[config.mk]
export PLATFORM = sky130hd
export DESIGN_NAME = imem_boot_controller
export DESIGN_NICKNAME = d
export VERILOG_FILES = /design/src/rtl/imem_boot_controller.sv
export SDC_FILE = /design/constraint.sdc
export NUM_CORES = 1
export LEC_CHECK = 0
export ABC_AREA = 1
export CAP_MARGIN = 20
export CORE_UTILIZATION = 27
export CTS_CLUSTER_SIZE = 24
export DETAILED_ROUTE_END_ITERATION = 8
export PLACE_DENSITY = 0.95
export SYNTH_ARGS = -nofsm -noshare
export SYNTH_HDL_FRONTEND = slang
export SYNTH_SLANG_ARGS = --single-unit
[constraint.sdc]
create_clock -name clk -period 3.9 [get_ports clk]
set_input_delay 0.975 -clock clk [delete_from_list [all_inputs] [get_ports clk]]
set_output_delay 0.975 -clock clk [all_outputs]
set_load 0.05 [all_outputs]
[src/rtl/imem_boot_controller.sv]
`default_nettype none
// ============================================================================
//  Module      : imem_boot_controller
//  Description : Shares a combinational-read / synchronous-write instruction
//                RAM between the CPU fetch path (RUN) and a word-stream boot
//                loader (LOAD). The core is stalled while an image is written,
//                then gets a one-cycle restart pulse (FLUSH).
//                Optional macro IMEM_FAULT_CHECK_EN adds fetch range and
//                alignment checking with a sticky fault_o flag.
//  Revision    : 1.0 - initial release
// ============================================================================
module imem_boot_controller #(
  parameter int                    MEMORY_DEPTH = 256,
  parameter int                    DATA_WIDTH   = 32,
  parameter logic [DATA_WIDTH-1:0] BASE_ADDR    = 32'h0040_0000,
  parameter int                    ADDR_W       = $clog2(MEMORY_DEPTH)
) (
  input  logic                  clk,
  input  logic                  reset,
  input  logic [DATA_WIDTH-1:0] fetch_addr_i,
  output logic [DATA_WIDTH-1:0] instruction_o,
  input  logic                  load_req_i,
  input  logic                  load_valid_i,
  input  logic [DATA_WIDTH-1:0] load_data_i,
  input  logic                  load_last_i,
  output logic                  load_ready_o,
  output logic [ADDR_W-1:0]     mem_addr_o,
  output logic                  mem_we_o,
  output logic [DATA_WIDTH-1:0] mem_wdata_o,
  input  logic [DATA_WIDTH-1:0] mem_rdata_i,
  output logic                  cpu_stall_o,
  output logic                  cpu_reset_o,
  output logic [ADDR_W:0]       words_loaded_o,
  output logic                  fault_o
);

  typedef enum logic [1:0] {
    ST_RUN   = 2'd0,
    ST_LOAD  = 2'd1,
    ST_FLUSH = 2'd2
  } state_t;

  localparam logic [ADDR_W:0] LAST_IDX = (ADDR_W+1)'(MEMORY_DEPTH - 1);
  localparam logic [ADDR_W:0] CNT_ONE  = {{ADDR_W{1'b0}}, 1'b1};

  state_t          state_q, state_d;
  logic [ADDR_W:0] cnt_q, cnt_d;

  logic [DATA_WIDTH-1:0] w_offset;
  logic [ADDR_W-1:0]     w_fetch_idx;
  logic                  w_fetch_bad;
  logic                  w_unused_offset;

  // PC byte address to RAM word index; out-of-range indices wrap modulo depth.
  assign w_offset        = fetch_addr_i - BASE_ADDR;
  assign w_fetch_idx     = w_offset[ADDR_W+1:2];
  assign w_unused_offset = ^w_offset;
  assign mem_wdata_o     = load_data_i;
  assign words_loaded_o  = cnt_q;

`ifdef IMEM_FAULT_CHECK_EN
  localparam logic [DATA_WIDTH-1:0] DEPTH_WORDS = DATA_WIDTH'(MEMORY_DEPTH);

  logic fault_q, fault_d;

  // A below-base address also wraps to a huge index, but it is checked explicitly.
  assign w_fetch_bad = (fetch_addr_i[1:0] != 2'b00) ||
                       (fetch_addr_i < BASE_ADDR) ||
                       ({2'b00, w_offset[DATA_WIDTH-1:2]} >= DEPTH_WORDS);
  assign fault_o     = fault_q;

  // Sticky fault: cleared when a load starts, set by a bad fetch in RUN.
  always_comb begin
    fault_d = fault_q;
    if (state_q == ST_RUN) begin
      if (load_req_i) begin
        fault_d = 1'b0;
      end else if (w_fetch_bad) begin
        fault_d = 1'b1;
      end
    end
  end

  // Fault flag register.
  always_ff @(posedge clk) begin
    if (reset) begin
      fault_q <= 1'b0;
    end else begin
      fault_q <= fault_d;
    end
  end
`else
  assign w_fetch_bad = 1'b0;
  assign fault_o     = 1'b0;
`endif

  // Next-state and output decode for the RUN / LOAD / FLUSH sequencer.
  always_comb begin
    state_d       = state_q;
    cnt_d         = cnt_q;
    mem_addr_o    = w_fetch_idx;
    mem_we_o      = 1'b0;
    load_ready_o  = 1'b0;
    cpu_stall_o   = 1'b0;
    cpu_reset_o   = 1'b0;
    instruction_o = '0;
    case (state_q)
      ST_RUN: begin
        instruction_o = w_fetch_bad ? '0 : mem_rdata_i;
        if (load_req_i) begin
          state_d = ST_LOAD;
          cnt_d   = '0;
        end
      end
      ST_LOAD: begin
        cpu_stall_o  = 1'b1;
        load_ready_o = 1'b1;
        mem_addr_o   = cnt_q[ADDR_W-1:0];
        mem_we_o     = load_valid_i;
        if (load_valid_i) begin
          cnt_d = cnt_q + CNT_ONE;
          // The image is truncated at the RAM depth rather than wrapping.
          if (load_last_i || (cnt_q == LAST_IDX)) begin
            state_d = ST_FLUSH;
          end
        end
      end
      ST_FLUSH: begin
        cpu_stall_o = 1'b1;
        cpu_reset_o = 1'b1;
        state_d     = ST_RUN;
      end
      default: begin
        state_d = ST_RUN;
      end
    endcase
  end

  // State and word-counter registers.
  always_ff @(posedge clk) begin
    if (reset) begin
      state_q <= ST_RUN;
      cnt_q   <= '0;
    end else begin
      state_q <= state_d;
      cnt_q   <= cnt_d;
    end
  end

endmodule
`default_nettype wire

==> out/qor.txt, run 1 <==
CTS Buffer Depth -> 2
iteration-0 DRC count of the detailed router -> 55
min cycle time layout -> 3405 ps
switching share of total power -> 62.08%
antenna cells -> 0
# IOs -> 187
clock sink count -> 11
Hold Path Class -> reg2reg
Vias/cell -> 4.142
CP startpoint -> fetch_addr_i[8]
Worst Max-Slew Pin Slew -> 517.7 ps
reg2reg start -> words_loaded_o[1]
Syn. warnings -> 0
final hold violations -> 0
DRC errors left -> 0
die height -> 73.04 um
max-slew violations -> 0
pwr dens -> 810.4 mW/mm2
DR pass1 iterations -> 4
pre-CTS WS -> 503.6 ps
crit path capture type -> output port
Fill cells -> 472
final WL -> 4651 um
Crit Reg-Reg Endpoint -> state_q[0]
Die X -> 73.04 um
core area -> 0.004786 mm2
WP data required -> 2920 ps
vias in the first global route -> 1384
final core occ -> 45.65%
clock latency on the worst-skew pair -> 240 ps
Setup Fix Bufs, Post-CTS -> 0
largest family of logic cells by synthesized area -> simple AND/OR/NAND/NOR gates
Syn Nets -> 336
Avg Cell Area, Syn -> 5.976 um2
routed len/inst -> 12.96 um
min-delay src -> words_loaded_o[8]
Pleak -> 1.137 nW
worst vdd ir -> 0.0005104 V
relative slew slack -> 65.38%
hold_buf cts -> 0
initial antenna violation count -> 0
Reg clk slew, reported paths -> 50 ps
CTS Buf Count -> 3
RSZ-0062 raised after global routing -> no
power share of the sequential group -> 8.2%
Starting Density -> 28.47%
critical path class -> in2out
layout cell share with drive strength beyond 1 -> 6.164%
GRT overflow -> 0
Syn Std Cell Area -> 0.001363 mm2
Post-Syn Instances -> 228
clk_skew -> 2.455 ps
fin crit share -> 87.30%
largest net degree at the start of global routing -> 36
sequential area share after synthesis -> 16.16%
port bufs -> 97
Post-Synth Simple-Gate Area -> 38.02%
total track usage -> 17.02%
FF+latch count, synth -> 11
post-synthesis adder-cell area fraction -> 6.428%
XOR/XNOR Fraction of Synth Area -> 0%
post-synth cell types -> 21
worst setup margin -> 495.4 ps
power share of the clock group -> 6.5%
most frequent cells in the layout -> clkdlybuf4s50_1 (96), nand2_1 (72), inv_1 (47)
post-synthesis mux area share -> 0%
worst r2r path cells -> 9
full die area -> 0.005335 mm2
CP arrival -> 2430 ps
Max-Cap Viols -> 0
Power Internal -> 0.6713 mW
Nets -> 401
routability-driven placement congestion ratio -> 0.8073
Gate power share -> 85.4%
CTS tree -> built
root buffer selected by CTS -> clkbuf_8
DR vias -> 1487
Synth Area in Compound Gates -> 4.040%
Area Overhead vs Synth -> 60.33%
# resized after CTS -> 0
first-pass GRT wire length -> 6748 um
Post-Route Setup TNS -> 0 ps
flop2flop setup slack -> 2180 ps
H-tree Lvls -> 1
Psw -> 1.099 mW
Min-Delay Endpoint -> words_loaded_o[8]
commonest non-fill, non-tap cell in the layout -> clkdlybuf4s50_1
status -> complete, no violations
final setup fails -> 0
Final ANT Viol Nets -> 0
Worst setup SP type -> input port
num rows -> 25
maximum net fanout on the critical path -> 1
dpl hpwl -> 3879 um
hold path depth -> 2
Fmax -> 0.2937 GHz
[metal layers]
layer	global-route usage [%]	up-vias	part of all wire, %
met5	0	-	0
li1	-	751	-
met3	3.453	10	7.8
met1	14.50	641	32
met2	36.63	85	59
met4	7.190	0	1.6
[power groups by stage]
stage | Clock, mW | Combinational, mW | Sequential (mW)
6_report | 0.115 | 1.51 | 0.144
5_1_grt | 0.123 | 1.60 | 0.146
4_1_cts | 0.117 | 1.52 | 0.144
3_5_place_dp | 0 | 1.51 | 0.146
3_3_place_gp | 0 | 1.50 | 0.145
2_1_floorplan | 0 | 1.16 | 0.159
[cell families (layout without fill, tap and decap cells)]
kind of cell,Yosys count,count (layout)
and+or+nand+nor,109,109
buffers and inverters,89,153
AOI/OAI and AO/OA,11,11
DFF,11,11
adders and majority gates,7,7
other,1,1
[sequential cells by signal, indices dropped and copies added, names as in the netlist]
register,cells
words_loaded_o,9
state_q,2
[cell usage after synthesis]
master | number | share of area (%)
nand2_1 | 72 | 20
inv_1 | 47 | 13
buf_4 | 33 | 18
nor2_1 | 19 | 5.2
dfxtp_1 | 11 | 16
ha_1 | 7 | 6.4
nand3_1 | 6 | 2.2
o21ai_0 | 6 | 2.2
a21oi_1 | 5 | 1.8
buf_2 | 4 | 1.5
inv_2 | 3 | 0.83
buf_6 | 2 | 1.7
nand2_2 | 2 | 0.92
nand2_8 | 2 | 2.9
nor2_8 | 2 | 2.9
nor3_1 | 2 | 0.73
conb_1 | 1 | 0.28
nand2_4 | 1 | 0.83
nand3b_4 | 1 | 1.5
nand4_1 | 1 | 0.46
nor2_2 | 1 | 0.46
[through the flow]
step | area, um2 | total power [mW] | hold WS (ps) | instances
after floorplan | 1363 | 1.323 | 478.6 | 228
after global placement | 2140 | 1.642 | 474.1 | 355
after detailed placement | 2140 | 1.658 | 489.7 | 355
after CTS | 2185 | 1.779 | 499.2 | 359
after global routing | 2185 | 1.869 | 529.1 | 359
final | 2185 | 1.770 | 492.8 | 359
[critical path, stage by stage]
cell and delay, ps:
clkdlybuf4s50_1 460, nand2_1 50, o21ai_0 90, clkdlybuf4s50_1 850
[worst max path at each step]
stage,endpoint,slack [ps],cells after the start
after floorplan,mem_addr_o[0],460,6
after global placement,mem_addr_o[6],500,4
after detailed placement,mem_addr_o[6],500,4
after CTS,mem_addr_o[6],500,4
after global routing,mem_addr_o[6],440,7
final,mem_addr_o[6],500,4
[layout make-up]
type / instances / area (um2) / share of cell area [%]
Sequential cell: 11 / 220.2 / 10.08
Clock buffer: 4 / 45.04 / 2.062
Multi-Input combinational cell: 128 / 664.4 / 30.41
Tap cell: 67 / 83.83 / 3.837
Inverter: 50 / 187.7 / 8.591
Timing Repair Buffer: 99 / 983.4 / 45.02
(Power assumes the default switching activity.)
==> run 2: changes to the inputs <==
- GPL_TIMING_DRIVEN: not set -> 0
==> run 2 against run 1 <==
Compared with the run above:
- count of clock-buffer cells in the layout is 1 lower
- flip-flop and latch count did not move
- power up 9.1%
==> out/qor.txt, run 2 (synthesis results as in run 1) <==
status -> complete, no violations (unchanged)
# IOs -> 187 (unchanged)
DR pass1 iterations -> 4 (unchanged)
Worst Max-Slew Pin Slew -> 575.8 ps (was 517.7 ps)
CP arrival -> 2430 ps (about the same)
worst vdd ir -> 0.0004755 V (was 0.0005104 V)
WP data required -> 2920 ps (about the same)
relative slew slack -> 61.49% (was 65.38%)
min cycle time layout -> 3406 ps (was 3405 ps)
Critical Path Sink -> mem_addr_o[6] (unchanged)
Post-Route Setup TNS -> 0 ps (unchanged)
placed cell area -> 0.002738 mm2 (was 0.002140 mm2)
critical path, cell by cell -> clkdlybuf4s50_1, nand2_1, o21ai_0, clkdlybuf4s50_1 (unchanged)
non-filler cells in the finished layout -> 428 (was 359)
die height -> 73.04 um (unchanged)
RSZ-0062 raised after global routing -> no (unchanged)
crit path capture type -> output port (unchanged)
layout cell share with drive strength beyond 1 -> 15.24% (was 6.164%)
Worst setup SP type -> input port (unchanged)
most frequent cells in the layout -> clkdlybuf4s50_1 (129), nand2_1 (72), inv_1 (47) (was clkdlybuf4s50_1 (96), nand2_1 (72), inv_1 (47))
initial antenna violation count -> 0 (unchanged)
Starting Density -> 28.47% (unchanged)
H-tree Lvls -> 1 (unchanged)
final WL -> 5249 um (was 4651 um)
clock latency on the worst-skew pair -> 240 ps (about the same)
flop2flop setup slack -> 2240 ps (was 2180 ps)
pre-CTS WS -> 521.8 ps (was 503.6 ps)
CTS tree -> built (unchanged)
dpl cells -> 424 (was 355)
DRC errors left -> 0 (unchanged)
worst r2r path cells -> 9 (unchanged)
worst setup margin -> 494.4 ps (was 495.4 ps)
final hold violations -> 0 (unchanged)
final setup fails -> 0 (unchanged)
routed len/inst -> 12.26 um (was 12.96 um)
pwr dens -> 693.8 mW/mm2 (was 810.4 mW/mm2)
full die area -> 0.005335 mm2 (unchanged)
reg2reg start -> words_loaded_o[1] (unchanged)
Area Overhead vs Synth -> 104.3% (was 60.33%)
CP startpoint -> fetch_addr_i[8] (unchanged)
critical path class -> in2out (unchanged)
antenna cells -> 0 (unchanged)
num rows -> 25 (unchanged)
routability-driven placement congestion ratio -> 0.8303 (was 0.8073)
max reg flops -> 9 (unchanged)
commonest non-fill, non-tap cell in the layout -> clkdlybuf4s50_1 (unchanged)
GRT overflow -> 0 (unchanged)
clock sink count -> 11 (unchanged)
max-slew violations -> 0 (unchanged)
vias in the first global route -> 1632 (was 1384)
Worst path most repeated cell -> clkdlybuf4s50_1 (unchanged)
Nets -> 470 (was 401)
total track usage -> 18.15% (was 17.02%)
iteration-0 DRC count of the detailed router -> 39 (was 55)
Reg clk slew, reported paths -> 50 ps (about the same)
Fill cells -> 435 (was 472)
Die X -> 73.04 um (unchanged)
CP max stage cell -> clkdlybuf4s50_1 (unchanged)
# resized after CTS -> 0 (unchanged)
Final ANT Viol Nets -> 0 (unchanged)
first-pass GRT wire length -> 7417 um (was 6748 um)
dpl hpwl -> 4617 um (was 3879 um)
maximum net fanout on the critical path -> 1 (unchanged)
Crit Reg-Reg Endpoint -> state_q[1] (was state_q[0])
port bufs -> 129 (was 97)
fin crit share -> 87.32% (was 87.30%)
slowest cell delay on critical path -> 840 ps (was 850 ps)
Fmax -> 0.2936 GHz (was 0.2937 GHz)
Pleak -> 1.438 nW (was 1.137 nW)
Max-Cap Viols -> 0 (unchanged)
largest net degree at the start of global routing -> 11 (was 36)
Hold Path Class -> reg2reg (unchanged)
CTS Buf Count -> 3 (unchanged)
Vias/cell -> 4.075 (was 4.142)
core area -> 0.004786 mm2 (unchanged)
DR vias -> 1744 (was 1487)
root buffer selected by CTS -> clkbuf_8 (unchanged)
CTS Buffer Depth -> 2 (unchanged)
Setup Fix Bufs, Post-CTS -> 0 (unchanged)
hold_buf cts -> 0 (unchanged)
final non-filler cell area -> 0.002784 mm2 (was 0.002185 mm2)
clk_skew -> 1.425 ps (was 2.455 ps)
## run 2: how the worst min path moves through the flow
stage | startpoint | end | slack, ps | cells after the start
after CTS | words_loaded_o[8] | words_loaded_o[8] | 500 | 2
after global routing | words_loaded_o[8] | words_loaded_o[8] | 510 | 2
after floorplan | state_q[1] | state_q[1] | 480 | 2
final | words_loaded_o[8] | words_loaded_o[8] | 490 | 2
after global placement | words_loaded_o[8] | words_loaded_o[8] | 470 | 2
after detailed placement | words_loaded_o[8] | words_loaded_o[8] | 480 | 2
## run 2: through the flow
step                hold WS (ps)  power [mW]  util [%]
floorplan                  478.6       1.323         -
global placement           472.4       1.800     57.20
detailed placement         483.7       1.825     57.20
CTS                        497.4       1.943     58.17
global route               512.5       2.031     58.17
finish                     488.5       1.931     58.17
## run 2: worst max-delay path, delay by kind of cell
kind	cells	cell delay (ps)
compound gates	1	90
buf+inv	2	1310
simple gates	1	60
## run 2: routing by layer
metal | vias up | share of wire [%] | GRT usage (%) | wire [um]
met5 | - | 0 | 0 | 0
met4 | 0 | 4.7 | 12.42 | 248
met3 | 16 | 7.6 | 3.315 | 398
met2 | 82 | 55 | 36.52 | 2894
met1 | 755 | 33 | 15.92 | 1707
li1 | 891 | - | - | -
## run 2: where the power goes
part | internal [mW] | switching (mW) | total [mW]
combinational | 0.550 | 1.12 | 1.67
sequential | 0.128 | 0.0166 | 0.144
clock | 0.0702 | 0.0437 | 0.114
total | 0.748 | 1.18 | 1.93
## run 2: area by class of cell
| cell class | count | area [um2] | area share, % |
|---|---|---|---|
| plain buffers | 39 | 290.3 | 10.43 |
| clock buffers | 3 | 41.29 | 1.483 |
| clock inverters | 1 | 5.005 | 0.1798 |
| inverters | 50 | 187.7 | 6.742 |
| multi-input cells | 128 | 664.4 | 23.87 |
| flip-flops and latches | 11 | 220.2 | 7.910 |
| well taps | 67 | 83.83 | 3.011 |
| repair buffers | 129 | 1291 | 46.38 |
